`config.mk`:
```
export PLATFORM = sky130hd
export DESIGN_NAME = uart_rx
export DESIGN_NICKNAME = d
export VERILOG_FILES = /design/src/rtl/uart_pkg.sv /design/src/rtl/uart_sync.sv /design/src/rtl/uart_rx.sv
export SDC_FILE = /design/constraint.sdc
export NUM_CORES = 1
export LEC_CHECK = 0
export BUFFER_PORTS_ARGS = -buffer_cell sky130_fd_sc_hd__buf_2
export CELL_PAD_IN_SITES_DETAIL_PLACEMENT = 2
export CELL_PAD_IN_SITES_GLOBAL_PLACEMENT = 2
export CORE_MARGIN = 3
export CORE_UTILIZATION = 37
export DETAILED_ROUTE_END_ITERATION = 10
export GPL_TIMING_DRIVEN = 0
export PLACE_DENSITY_LB_ADDON = 0.05
export SETUP_SLACK_MARGIN = 0.5
export SLEW_MARGIN = 20
export SYNTH_ARGS = -nofsm -noshare
export SYNTH_HDL_FRONTEND = slang
export SYNTH_HIERARCHICAL = 1
export SYNTH_SLANG_ARGS = --single-unit
```
`constraint.sdc`:
```
create_clock -name clk -period 2.07 [get_ports clk]
set_input_delay 0.414 -clock clk [delete_from_list [all_inputs] [get_ports clk]]
set_output_delay 0.414 -clock clk [all_outputs]
set_load 0.005 [all_outputs]
```
`src/rtl/uart_pkg.sv`:
```
// uart_pkg: constants and types shared by the UART receiver and transmitter.
//   uart_state_e    : receiver FSM states
//   DATA_BITS       : payload bits per frame (8N1)
//   DEFAULT_MAX_CNT : clocks per bit (5208 at 50 MHz gives 9600 baud)
package uart_pkg;

  typedef enum logic [2:0] {
    IDLE  = 3'd0,
    START = 3'd1,
    DATA  = 3'd2,
    STOP  = 3'd3,
    BREAK = 3'd4
  } uart_state_e;

  localparam int DATA_BITS       = 8;
  localparam int DEFAULT_MAX_CNT = 5208;

endpackage

```
`src/rtl/uart_sync.sv`:
```
// uart_sync: two-flop synchronizer for the asynchronous serial line plus a
// falling-edge detector on the synchronized value. All flops reset to 1 so
// that reset never produces a spurious start edge.
//   clk    in  system clock
//   rst    in  synchronous active-high reset
//   rx_i   in  raw asynchronous serial input (idle high)
//   rx_s_o out synchronized line (2-cycle latency)
//   fall_o out high for one cycle when rx_s goes 1 -> 0
module uart_sync (
  input  logic clk,
  input  logic rst,
  input  logic rx_i,
  output logic rx_s_o,
  output logic fall_o
);

  logic meta_q;
  logic rx_s_q;
  logic prev_q;

  always_ff @(posedge clk) begin
    if (rst) begin
      meta_q <= 1'b1;
      rx_s_q <= 1'b1;
      prev_q <= 1'b1;
    end else begin
      meta_q <= rx_i;
      rx_s_q <= meta_q;
      prev_q <= rx_s_q;
    end
  end

  assign rx_s_o = rx_s_q;
  assign fall_o = prev_q & ~rx_s_q;

endmodule

```
`src/rtl/uart_rx.sv`:
```
// uart_rx: 8N1 UART receiver. Recovers bytes from the serial line, sampling
// each bit at its middle, and presents them with a one-cycle flag, matching
// the data/flag handshake of the transmitter.
//   clk       in  system clock
//   rst       in  synchronous active-high reset
//   rx        in  asynchronous serial input, idle high
//   data      out last correctly framed byte, held until the next good frame
//   flag      out one-cycle pulse: data updated this cycle
//   frame_err out one-cycle pulse: stop bit sampled low
//   busy      out high whenever the FSM is not IDLE
module uart_rx
  import uart_pkg::*;
#(
  parameter int MAX_CNT = DEFAULT_MAX_CNT
) (
  input  logic       clk,
  input  logic       rst,
  input  logic       rx,
  output logic [7:0] data,
  output logic       flag,
  output logic       frame_err,
  output logic       busy
);

  localparam int HALF_CNT = MAX_CNT / 2;
  localparam int CW       = $clog2(MAX_CNT);
  localparam int BW       = $clog2(DATA_BITS);

  localparam logic [CW-1:0] LAST_CNT = CW'(MAX_CNT - 1);
  localparam logic [CW-1:0] HALF_END = CW'(HALF_CNT - 1);
  localparam logic [BW-1:0] LAST_BIT = BW'(DATA_BITS - 1);

  logic rx_s;
  logic rx_fall;

  uart_sync u_sync (
    .clk    (clk),
    .rst    (rst),
    .rx_i   (rx),
    .rx_s_o (rx_s),
    .fall_o (rx_fall)
  );

  uart_state_e          state_q;
  logic [CW-1:0]        baud_cnt_q;
  logic [BW-1:0]        bit_cnt_q;
  logic [DATA_BITS-1:0] shift_q;
  logic [7:0]           data_q;
  logic                 flag_q;
  logic                 frame_err_q;

  always_ff @(posedge clk) begin
    if (rst) begin
      state_q     <= IDLE;
      baud_cnt_q  <= '0;
      bit_cnt_q   <= '0;
      shift_q     <= '0;
      data_q      <= 8'h00;
      flag_q      <= 1'b0;
      frame_err_q <= 1'b0;
    end else begin
      // Both status outputs are pulses; they are only raised for the one
      // cycle following the stop-bit sample.
      flag_q      <= 1'b0;
      frame_err_q <= 1'b0;

      case (state_q)
        IDLE: begin
          baud_cnt_q <= '0;
          if (rx_fall) state_q <= START;
        end

        START: begin
          if (baud_cnt_q == HALF_END) begin
            baud_cnt_q <= '0;
            bit_cnt_q  <= '0;
            // A line already back high at mid start bit was a glitch.
            state_q    <= rx_s ? IDLE : DATA;
          end else begin
            baud_cnt_q <= baud_cnt_q + 1'b1;
          end
        end

        DATA: begin
          if (baud_cnt_q == LAST_CNT) begin
            baud_cnt_q <= '0;
            shift_q    <= {rx_s, shift_q[DATA_BITS-1:1]};  // LSB first
            if (bit_cnt_q == LAST_BIT) state_q <= STOP;
            else                       bit_cnt_q <= bit_cnt_q + 1'b1;
          end else begin
            baud_cnt_q <= baud_cnt_q + 1'b1;
          end
        end

        STOP: begin
          if (baud_cnt_q == LAST_CNT) begin
            baud_cnt_q <= '0;
            // Leaving at mid stop bit gives half a bit of slack, so a start
            // edge immediately after the stop bit is still caught.
            if (rx_s) begin
              data_q  <= shift_q;
              flag_q  <= 1'b1;
              state_q <= IDLE;
            end else begin
              frame_err_q <= 1'b1;
              state_q     <= BREAK;
            end
          end else begin
            baud_cnt_q <= baud_cnt_q + 1'b1;
          end
        end

        BREAK: begin
          // A line held low must go high before a new start can be seen.
          baud_cnt_q <= '0;
          if (rx_s) state_q <= IDLE;
        end

        default: state_q <= IDLE;
      endcase
    end
  end

  assign data      = data_q;
  assign flag      = flag_q;
  assign frame_err = frame_err_q;
  assign busy      = (state_q != IDLE);

endmodule

```
== Yosys cells after proc, flatten, opt, wreduce, memory -nomap -nowiden ==
Index checks and enable logic that the tools add are counted.
Word-level totals
  register bits: 40
  output and inout port bits: 11
  input bits: 3
  word-level logic and storage cells: 59
Operators by class
  bitwise logic cells: 4
  multiplexer cells: 18
  add/subtract/negate cells: 2
  eq/ne operators: 14
  reduce and logical (&&, ||, !) cells: 11
Operators with widths (number)
  13-bit case mux with 3 select lines: 1
  3-bit two-way mux: 10
  13-bit two-way mux: 2
  3-bit case mux with 5 select lines: 1
  13-bit by 1-bit adder with 13-bit output (second input constant): 1
  13-bit by 12-bit equality test with 1-bit output (second input constant): 1
  13-bit equality test (second input constant): 1
  2-bit != test (second input constant): 6
  3-bit by 2-bit equality test with 1-bit output (second input constant): 2
  3-bit equality test (second input constant): 2
  3-bit case mux with 2 select lines: 1
  6-bit AND reduction: 1
  3-bit nonzero test: 2
  4-bit AND reduction: 1
  2-bit OR reduction: 2
  3-bit by 1-bit adder with 3-bit output (second input constant): 1
  3-bit by 1-bit equality test with 1-bit output (second input constant): 1
  3-bit logical NOT: 1
  1-bit inverter: 3
  3-bit AND reduction: 1
  3-bit OR reduction: 1
  1-bit two-way mux: 2
  2-bit two-way mux: 1
  2-bit by 1-bit != test with 1-bit output (second input constant): 1
  3 further kinds: 3

== Logic depth before layout (Yosys ltp) ==
Gate-level depths: netlist (run 1).
  word-level depth: 4
  mapped depth: 7
  depth with buffers taken out: 6

== Modules after synthesis ==
The synthesis (run 1) kept the hierarchy.
By module, submodules not included
  uart_rx: instances 1, sequential area each 740.7 um^2, area an instance 1796.7 um^2, cells an instance 187
  uart_sync: instances 1, sequential area each 60.1 um^2, area an instance 85.1 um^2, cells an instance 7

== Worst setup path before layout (run 1) ==
OpenSTA, ideal clock, no wires.
  path type: register -> register
  from: reg baud_cnt_q[3]
  to: reg baud_cnt_q[6]
  setup time: 0.115 ns
  arrival time: 1.752 ns
  setup slack: 0.203 ns
  stages on the path, launching flop included: 6
  data required time: 1.955 ns
  period minus slack after synthesis: 1.867 ns
  path buffers: 1
  path through: dfxtp_1 or4b_4 or4_4 o211ai_2 buf_12 nor2_2
Between the ends
  longest elaborated chain between the ends: 3
  elaborated cells between the ends (all ways): 6
  classes of those cells: 1 x add/sub; 2 x eq/ne; 3 x mux
RTL lines
  from (decl): line uart_rx.sv:45  | logic [CW-1:0] baud_cnt_q;
  from (signal assigned): line uart_rx.sv:80  | baud_cnt_q <= baud_cnt_q + 1'b1;
  from (signal assigned): line uart_rx.sv:91  | baud_cnt_q <= baud_cnt_q + 1'b1;
  from (signal assigned): line uart_rx.sv:109  | baud_cnt_q <= baud_cnt_q + 1'b1;
  13-bit by 1-bit adder with 13-bit output, or another cell as far along: line uart_rx.sv:80, uart_rx.sv:91, uart_rx.sv:109
  13-bit two-way mux (on tied branches): line uart_rx.sv:85, uart_rx.sv:96, uart_rx.sv:74
  13-bit case mux with 3 select lines *: line uart_rx.sv:67  | case (state_q)
Every way passes the cells marked *; elsewhere a longest branch is shown, timed or not.
A chain may end at the register's enable or synchronous reset.

== Worst setup path in the final report (run 1) ==
  from: reg baud_cnt_q[4]
  to: reg bit_cnt_q[1]
Between the ends
  longest elaborated chain between the ends: 3
  elaborated cells between the ends (all ways): 5
  classes of those cells: 4 x eq/ne; 1 x reduce/logical
RTL lines
  13-bit equality test or 13-bit by 12-bit equality test with 1-bit output (tied branches): line uart_rx.sv:85, uart_rx.sv:74
  2-bit != test (no line)
  4-bit AND reduction (no line) *
  to (signal assigned): line uart_rx.sv:89  | else bit_cnt_q <= bit_cnt_q + 1'b1;
  to (decl): line uart_rx.sv:46  | logic [BW-1:0] bit_cnt_q;
Marks and branches as above.

==> results.toml, run 1 <==
[run_status]
outcome = "finished, violations left"
failed_checks = "setup timing"

[routing]
residual_antenna_violating_net_count_after_detailed_routing = 0
initialDrtViolationCount = 63
wire_per_inst_microns = 26.5
drt_pass1_iterations = 4
post-route-drc-count = 0
wirelength_mm = 8.28
routed-via-count = 1722
viasPerCell = 5.52

[synthesis]
count_of_mapped_cells_out_of_synthesis = 194
async_reset_ff_share_pct = 0
syn_nets = 200
ys_ff_latch = 40
ys_dominant_reg_cell = "sky130_fd_sc_hd__dfxtp_1"
number_of_enable_flip_flop_cells_after_synthesis = 0
syn_area_sq_mm = 0.00188
library_cell_with_the_largest_summed_area_after_synthesis = "sky130_fd_sc_hd__dfxtp_1"
syn_avg_cell_area_sq_um = 9.70
netlist.area_leader.share_pct = 42.6
post_synth_num_cell_types = 45
synth_top_cells_by_area = "sky130_fd_sc_hd__dfxtp_1 (43%), sky130_fd_sc_hd__mux2i_1 (11%), sky130_fd_sc_hd__nor2_1 (4.8%)"
synth.yosys.seq_area_share_pct = 42.6
ys.warnings.count = 6

[placed_design]
port_buffers = 13
place_hpwl_mm = 3.43
gpl_wtd_cong = 0.805

[critical_path]
regToRegStartpoint = "baud_cnt_q[4]$_SDFFE_PP0P_"
critical_path_class = "reg2reg"
worst_setup_path_start_kind = "register"
worst_ep_required_time_ns = 2.30
top_fanout_value_on_the_critical_path = 6
cp-end-kind = "register"
worstSetupStartpoint = "baud_cnt_q[4]$_SDFFE_PP0P_"
critPathArrivalTime_ns = 2.39

[clock_network]
cts.sinks = 40
tritoncts = "done"
htree_num_levels = 2
tritoncts.num_buffers = 5
clkLatencyLatePin_ns = 0.31
clockBufferDepth = 2
cts_root_buffer = "sky130_fd_sc_hd__clkbuf_8"
clk_pin_slew_worst_paths_ns = 0.09

[floorplan]
die_h_microns = 77.3
fp.dieW_microns = 77.3
core-area_sq_mm = 0.00482
floorplan.die_area_sq_mm = 0.00598
io-pin-count = 14
placementRows = 25
floorplan.initialDensity_pct = 39.1

[pwr]
power_leakage_nw = 1.09
vdd.ir_drop.worst_mv = 0.352
power_switching_w = 0.000358
power.density_cell_area_mw_per_mm2 = 572
p_seq_share_pct = 49.1
internal_power_w = 0.00121
comb_pwr_share_pct = 3.9
share_of_total_power_in_the_clock_network_pct = 47.0
power.switching_fraction_pct = 22.8

[worst_hold_path]
min_path_type = "in2reg"
hp-start = "rx"

[global_route]
first_pass_grt_wire_length_mm = 9.29
vias_in_the_first_global_route = 1740
grt_util_met2_pct = 33.8
use_met1_pct = 24.9
gr-usage-all-layers_pct = 20.2
pin_count_of_the_biggest_net_entering_global_routing = 13
groute.layer.met3.usage_pct = 4.69
grt_antenna_before_repair = 0
grt-busiest-layer = "met2"
grt.overflow.total = 0

[finish]
synthToLayoutAreaGrowth_pct = 46.1
diodes = 0
layout-drive-gt1-share_pct = 42.0
final_net_count = 250
utilization_pct = 57.1

[timing]
fmax_ghz = 0.462
setup_tns_ns = -0.316
worst-slew-pin-transition_ns = 0.561
timing.clock.skew_ns = 0.00955
period_share_pct = 105
hold_viol = 0
period_minus_slack_ns = 2.16
timing_max_transition_violations_final = 0
post-route-worst-setup-slack_ns = -0.0940
rsz0062_at_grt = "yes"
setup_viol_count_final = 12
relSlewSlack_pct = 62.6
hold-worst-slack_ns = 0.305

[run]
maxCapViolations = 0
cell families after synthesis:
group                      after synthesis  share of synthesized area, %
AOI/OAI and AO/OA                       14                          7.05
and+or+nand+nor                         91                          28.5
adders and majority gates                3                          1.99
muxes                                   20                          10.6
DFF                                     40                          42.6
xor gates and xnor gates                11                          5.12
buffers and inverters                   15                          4.12
state kept, by name, summed over array words and instances, names as in the netlist:
register,flops
baud_cnt_q,13
data,8
shift_q,8
bit_cnt_q,3
state_q,3
flag,1
frame_err,1
u_sync/meta_q,1
u_sync/prev_q,1
u_sync/rx_s_o,1
layout make-up:
| class | instances | area, sq um |
|---|---|---|
| fill | 482 | 2070 |
| multi-input combinational | 139 | 1240 |
| sequential | 40 | 821 |
| timing repair buffer | 43 | 344 |
| buffer | 9 | 108 |
| clock buffer | 7 | 96.3 |
| tap | 67 | 83.8 |
| clock inverter | 1 | 30.0 |
| inverter | 6 | 27.5 |
worst paths after layout:
check | endpoint | slack (ns) | depth (start not counted)
max | bit_cnt_q[1]$_SDFFE_PP0P_ | -0.09 | 7
min | u_sync/meta_q$_SDFF_PP1_ | 0.30 | 2
max reg2reg | bit_cnt_q[1]$_SDFFE_PP0P_ | -0.09 | 7
min reg2reg | u_sync/rx_s_o$_SDFF_PP1_ | 0.49 | 1
worst max-delay path, stage by stage (launching register included):
cell	delay (ns)
sky130_fd_sc_hd__dfxtp_4	0.42
sky130_fd_sc_hd__or4b_4	0.54
sky130_fd_sc_hd__nor3_4	0.27
sky130_fd_sc_hd__buf_6	0.15
sky130_fd_sc_hd__nand3_4	0.10
sky130_fd_sc_hd__buf_12	0.16
sky130_fd_sc_hd__o32ai_4	0.15
sky130_fd_sc_hd__mux2i_1	0.28
stage by stage:
| step | total power [W] | worst slack, ns | instances | cell area [sq um] |
|---|---|---|---|---|
| after floorplan | 0.000821 | 0.302 | 194 | 1920 |
| after global placement | 0.000832 | 0.125 | 274 | 2060 |
| after detailed placement | 0.000834 | -0.0125 | 274 | 2060 |
| final | 0.00157 | -0.0940 | 312 | 2750 |
| after global routing | 0.00162 | -0.176 | 312 | 2750 |
| after CTS | 0.00154 | 0.155 | 289 | 2350 |
layer usage:
metal  wire [microns]  vias up
li1                 -      784
met1             3540      880
met2             4240       41
met3              315       17
met4              176        0
met5                0        -
Yosys cell counts (4+ instances only):
| cell type | instances |
|---|---|
| sky130_fd_sc_hd__clkbuf_1 | 4 |
| sky130_fd_sc_hd__mux2i_1 | 20 |
| sky130_fd_sc_hd__nand3_1 | 7 |
| sky130_fd_sc_hd__xnor2_1 | 8 |
| sky130_fd_sc_hd__nor4_1 | 5 |
| sky130_fd_sc_hd__inv_1 | 5 |
| sky130_fd_sc_hd__nor2_2 | 10 |
| sky130_fd_sc_hd__nor3_1 | 4 |
| sky130_fd_sc_hd__nor2_1 | 24 |
| sky130_fd_sc_hd__nand2_1 | 9 |
| sky130_fd_sc_hd__nand2b_1 | 6 |
| sky130_fd_sc_hd__dfxtp_1 | 40 |
timing repair:
| action | 4_1_cts | 5_1_grt |
|---|---|---|
| gates cloned | 0 | 2 |
| pin swaps | 12 | 10 |
| setup endpoints to repair | 38 | 38 |
| setup buffers | 7 | 21 |
| gates resized for setup | 27 | 43 |
| hold buffers | 0 | 0 |
power by group through the flow:
stage	registers [W]	clock network (W)	logic (W)
floorplan	0.000793	0	0.0000283
finish	0.000772	0.000740	0.0000608
global route	0.000773	0.000779	0.0000643
CTS	0.000774	0.000724	0.0000442
global placement	0.000794	0	0.0000384
detailed placement	0.000794	0	0.0000399
layout by cell type (no fill, tap or decap), types with 5 or more instances in the layout:
cell type	instances
sky130_fd_sc_hd__nand2_1	8
sky130_fd_sc_hd__nor2_1	23
sky130_fd_sc_hd__nand2b_1	6
sky130_fd_sc_hd__dfxtp_1	32
sky130_fd_sc_hd__inv_1	5
sky130_fd_sc_hd__buf_4	24
sky130_fd_sc_hd__nand3_1	5
sky130_fd_sc_hd__nor2_4	11
sky130_fd_sc_hd__buf_2	13
sky130_fd_sc_hd__clkbuf_8	8
sky130_fd_sc_hd__mux2i_1	20
sky130_fd_sc_hd__xnor2_1	8
sky130_fd_sc_hd__buf_6	5
(Power assumes the default switching activity.)
==> run 2, diff against run 1 <==
- PLACE_DENSITY_LB_ADDON: 0.05 -> 0.08
==> run 2 against run 1 <==
The run now ends clean; die area unchanged; total power decreased by 14%; hold slack worse by 0.013 ns; clock-buffer cell count decreased by 2; non-clock buffer count shrank 9.
==> results.toml, run 2 (synthesis gave the netlist of run 1 again) <==
[run_status]
outcome = "finished clean"

[pwr]
vdd.ir_drop.worst_mv = 0.221
power.total_w = 0.00135
power.density_cell_area_mw_per_mm2 = 544
power_leakage_nw = 0.991

[routing]
post-route-drc-count = 0
initialDrtViolationCount = 62
residual_antenna_violating_net_count_after_detailed_routing = 0
drt_pass1_iterations = 4
routed-via-count = 1597
wirelength_mm = 6.26
viasPerCell = 5.27
wire_per_inst_microns = 20.7

[finish]
combined_area_of_the_multi_input_logic_cells_sq_mm = 0.00115
final_net_count = 241
largest_register = "baud_cnt_q"
fillers = 518
seq_cell_area_sq_um = 825
synthToLayoutAreaGrowth_pct = 32.0
design_area_sq_mm = 0.00248
diodes = 0
largest_reg_flops = 13
final_cell_mix = "sky130_fd_sc_hd__dfxtp_1 (33), sky130_fd_sc_hd__nor2_1 (22), sky130_fd_sc_hd__buf_4 (19), sky130_fd_sc_hd__mux2i_1 (19), sky130_fd_sc_hd__buf_2 (14)"
layout-drive-gt1-share_pct = 38.6
layout.cells.most_common = "sky130_fd_sc_hd__dfxtp_1"
utilization_pct = 51.6

[timing]
setup_viol_count_final = 0
fmax_ghz = 0.499
hold_viol = 0
period_share_pct = 96.8
hold-worst-slack_ns = 0.292
period_minus_slack_ns = 2.00
worst-slew-pin-transition_ns = 0.505
post-route-worst-setup-slack_ns = 0.0653
timing.clock.skew_ns = 0.00479
relSlewSlack_pct = 66.4
timing_max_transition_violations_final = 0
rsz0062_at_grt = "yes"

[floorplan]
placementRows = 25
io-pin-count = 14
core-area_sq_mm = 0.00482
fp.dieW_microns = 77.3
floorplan.initialDensity_pct = 39.1
floorplan.die_area_sq_mm = 0.00598
die_h_microns = 77.3

[clock_network]
tritoncts = "done"
tritoncts.num_buffers = 5
cts-hold-fix-buffers = 0
cts.sinks = 40
htree_num_levels = 2
clkLatencyLatePin_ns = 0.30
clockBufferDepth = 2
cts_root_buffer = "sky130_fd_sc_hd__clkbuf_8"
clk_pin_slew_worst_paths_ns = 0.09

[critical_path]
worst_setup_path_start_kind = "register"
crit_chain = "or4b_4 > nor3_4 > buf_6 > nand4_4 > mux2i_1 > nor2_1"
critical_path_class = "reg2reg"
crit_path_top_delay_cell = "sky130_fd_sc_hd__or4b_4"
critPathArrivalTime_ns = 2.17
top_fanout_value_on_the_critical_path = 8
cp-end-kind = "register"
critical-path-max-stage-delay_ns = 0.58
worst_ep_required_time_ns = 2.24

[run]
maxCapViolations = 0

[placed_design]
pre_cts_slack_ns = 0.0432
port_buffers = 13
placed_instance_area_sq_mm = 0.00206
place_hpwl_mm = 3.27
gpl_wtd_cong = 0.734

[global_route]
grt_antenna_before_repair = 0
gr-usage-all-layers_pct = 18.0
first_pass_grt_wire_length_mm = 8.62
pin_count_of_the_biggest_net_entering_global_routing = 14
grt.overflow.total = 0
vias_in_the_first_global_route = 1653

[worst_hold_path]
min_path_type = "in2reg"
[run 2: critical path, delay by kind of cell (launching register included)]
family                 cells  cell delay, ns
muxes                      1            0.28
DFF                        1            0.35
buffers and inverters      1            0.14
and+or+nand+nor            4            1.10
[run 2: path summary, 6_finish.rpt]
path                            cells after the start                       start  slack (ns)                  endpoint
worst max-delay path                                6  baud_cnt_q[3]$_SDFFE_PP0P_        0.07      data[3]$_SDFFE_PP0P_
worst min-delay path                                2                          rx        0.29  u_sync/meta_q$_SDFF_PP1_
worst max register to register                      6  baud_cnt_q[3]$_SDFFE_PP0P_        0.07      data[3]$_SDFFE_PP0P_
worst min register to register                      1    u_sync/meta_q$_SDFF_PP1_        0.42  u_sync/rx_s_o$_SDFF_PP1_
[run 2: final cells by class]
cell class	count	area share, %
plain buffers	9	3.12
clock inverters	3	0.755
multi-input cells	139	46.2
inverters	6	1.01
repair buffers	34	9.57
clock buffers	5	2.77
flip-flops and latches	40	33.2
well taps	67	3.37
[run 2: timing repair]
| item | in CTS | in global routing |
|---|---|---|
| endpoints found under the setup margin | 38 | 38 |
| pin swaps | 7 | 8 |
| buffers inserted | 8 | 13 |
| resized for setup | 23 | 23 |
| hold endpoints to repair | 0 | 0 |
[run 2: per-layer routing]
layer	global-route usage (%)	part of all wire [%]
met3	3.05	1.8
met1	23.2	45
met4	4.80	1.4
met5	0	0
met2	30.9	52
[run 2: power by group]
| group | leakage, nW | internal (W) | total, W | switching (W) |
|---|---|---|---|---|
| Combinational | 0.615 | 0.0000160 | 0.0000462 | 0.0000302 |
| Sequential | 0.328 | 0.000765 | 0.000769 | 0.00000371 |
| Clock | 0.0479 | 0.000236 | 0.000538 | 0.000302 |
[run 2: metrics by stage]
stage          setup TNS, ns  std cells
4_1_cts                    0        290
3_5_place_dp               0        274
6_report                   0        303
2_1_floorplan              0        194
3_3_place_gp               0        274
5_1_grt              -0.0809        303
==> run 3, diff against run 2 <==
- RECOVER_POWER: default -> 50
==> run 3 against run 2 <==
Design area is 0.96% lower; clock power about the same; maximum frequency increased by 0.13%; combinational power shrank 2%; global-route usage is the same; core utilization shrank 0.49 points.
==> results.toml, run 3 (synthesis gave the netlist of run 1 again) <==
[critical_path]
top_fanout_value_on_the_critical_path = 8
worst_ep_required_time_ns = 2.24
rr_endpoint = "data[3]$_SDFFE_PP0P_"
regToRegStartpoint = "baud_cnt_q[3]$_SDFFE_PP0P_"
cp-end-kind = "register"
critical_path_class = "reg2reg"
critPathArrivalTime_ns = 2.17
timing.reg2reg.worst_path_depth = 6
r2r_setup_slack_ns = 0.07
worst_setup_path_start_kind = "register"

[clock_network]
clk_pin_slew_worst_paths_ns = 0.09
cts-hold-fix-buffers = 0
cts_root_buffer = "sky130_fd_sc_hd__clkbuf_8"
tritoncts.num_buffers = 5
clockBufferDepth = 2
clkLatencyLatePin_ns = 0.30
tritoncts = "done"
cts.sinks = 40
htree_num_levels = 2

[pwr]
power.density_cell_area_mw_per_mm2 = 549
power.total_w = 0.00135
power_leakage_nw = 0.969
vdd.ir_drop.worst_mv = 0.222

[timing]
timing_max_transition_violations_final = 0
worst-slew-pin-transition_ns = 0.504
rsz0062_at_grt = "yes"
timing.clock.skew_ns = 0.00567
relSlewSlack_pct = 66.4
post-route-worst-setup-slack_ns = 0.0680
period_share_pct = 96.7
hold_viol = 0
period_minus_slack_ns = 2.00
setup_viol_count_final = 0
fmax_ghz = 0.500

[global_route]
vias_in_the_first_global_route = 1653
gr-usage-all-layers_pct = 18.0
pin_count_of_the_biggest_net_entering_global_routing = 14
grt.overflow.total = 0
grt_antenna_before_repair = 0
first_pass_grt_wire_length_mm = 8.62

[routing]
residual_antenna_violating_net_count_after_detailed_routing = 0
viasPerCell = 5.30
drt_pass1_iterations = 4
wire_per_inst_microns = 20.7
initialDrtViolationCount = 71
wirelength_mm = 6.26
routed-via-count = 1607
post-route-drc-count = 0

[finish]
utilization_pct = 51.1
layout-drive-gt1-share_pct = 35.6
largest_register = "baud_cnt_q"
final_net_count = 241
largest_reg_flops = 13
diodes = 0
layout.cells.most_common = "sky130_fd_sc_hd__dfxtp_1"
fillers = 519
design_area_sq_mm = 0.00246
synthToLayoutAreaGrowth_pct = 30.8
layout_cells_excl_fill = 303
final_cell_mix = "sky130_fd_sc_hd__dfxtp_1 (33), sky130_fd_sc_hd__nor2_1 (23), sky130_fd_sc_hd__buf_4 (19), sky130_fd_sc_hd__mux2i_1 (19), sky130_fd_sc_hd__nor2_2 (11)"

[floorplan]
die_h_microns = 77.3
floorplan.initialDensity_pct = 39.1
placementRows = 25
floorplan.die_area_sq_mm = 0.00598
core-area_sq_mm = 0.00482
io-pin-count = 14
fp.dieW_microns = 77.3

[worst_hold_path]
hp-start = "rx"
min_to = "u_sync/meta_q$_SDFF_PP1_"
min_path_type = "in2reg"
holdPathStages = 2

[placed_design]
dpl_cells = 274
placed_instance_area_sq_mm = 0.00206
port_buffers = 13
place_hpwl_mm = 3.27
gpl_wtd_cong = 0.734
pre_cts_slack_ns = 0.0432

[run_status]
outcome = "finished clean"

[run]
maxCapViolations = 0
## run 3: worst max path at each step
stage                                     from                    endpoint  slack (ns)  depth (start not counted)
finish              baud_cnt_q[3]$_SDFFE_PP0P_        data[3]$_SDFFE_PP0P_        0.07                          6
global route        baud_cnt_q[3]$_SDFFE_PP0P_        data[3]$_SDFFE_PP0P_       -0.04                          6
CTS                 baud_cnt_q[3]$_SDFFE_PP0P_        data[7]$_SDFFE_PP0P_        0.12                          6
detailed placement     state_q[0]$_SDFFE_PP0P_        data[7]$_SDFFE_PP0P_        0.04                          6
global placement    baud_cnt_q[0]$_SDFFE_PP0P_  baud_cnt_q[4]$_SDFFE_PP0P_        0.13                          6
floorplan           baud_cnt_q[5]$_SDFFE_PP0P_  baud_cnt_q[5]$_SDFFE_PP0P_        0.30                          5
## run 3: what timing repair did
action / CTS / global route
gates resized for setup: 23 / 23
pin swaps: 7 / 8
setup endpoints to repair: 38 / 38
setup buffers: 8 / 13
## run 3: cell type report
cell class | count | area (sq um) | share of cell area (%)
repair buffers | 34 | 231 | 9.41
plain buffers | 9 | 77.6 | 3.15
flip-flops and latches | 40 | 825 | 33.5
inverters | 6 | 25.0 | 1.02
clock buffers | 5 | 68.8 | 2.80
multi-input cells | 139 | 1130 | 46.0
well taps | 67 | 83.8 | 3.41
clock inverters | 3 | 18.8 | 0.763
## run 3: per-stage QoR
| stage | setup TNS, ns | hold WS [ns] |
|---|---|---|
| 2_1_floorplan | 0 | 0.385 |
| 3_3_place_gp | 0 | 0.391 |
| 3_5_place_dp | 0 | 0.402 |
| 4_1_cts | 0 | 0.289 |
| 5_1_grt | -0.0793 | 0.293 |
| 6_report | 0 | 0.291 |
## run 3: power breakdown
| group | switching [W] | internal [W] | total (W) |
|---|---|---|---|
| registers | 0.00000373 | 0.000765 | 0.000769 |
| clock network | 0.000302 | 0.000236 | 0.000538 |
| logic | 0.0000300 | 0.0000155 | 0.0000455 |
| total | 0.000336 | 0.00102 | 0.00135 |
## run 3: routing by layer
layer | track usage [%] | share of wire [%] | vias up | routed length [microns]
met1 | 23.2 | 45 | 810 | 2810
met5 | 0 | 0 | - | 0
met2 | 30.9 | 52 | 23 | 3240
met3 | 3.05 | 2.1 | 10 | 129
li1 | - | - | 764 | -
met4 | 4.80 | 1.4 | 0 | 86
## run 3: critical path, stage by stage, from the launching register on
cell and delay (ns):
sky130_fd_sc_hd__dfxtp_4 0.35, sky130_fd_sc_hd__or4b_4 0.58, sky130_fd_sc_hd__nor3_4 0.23, sky130_fd_sc_hd__buf_6 0.14
sky130_fd_sc_hd__nand4_4 0.22, sky130_fd_sc_hd__mux2i_1 0.27, sky130_fd_sc_hd__nor2_1 0.07
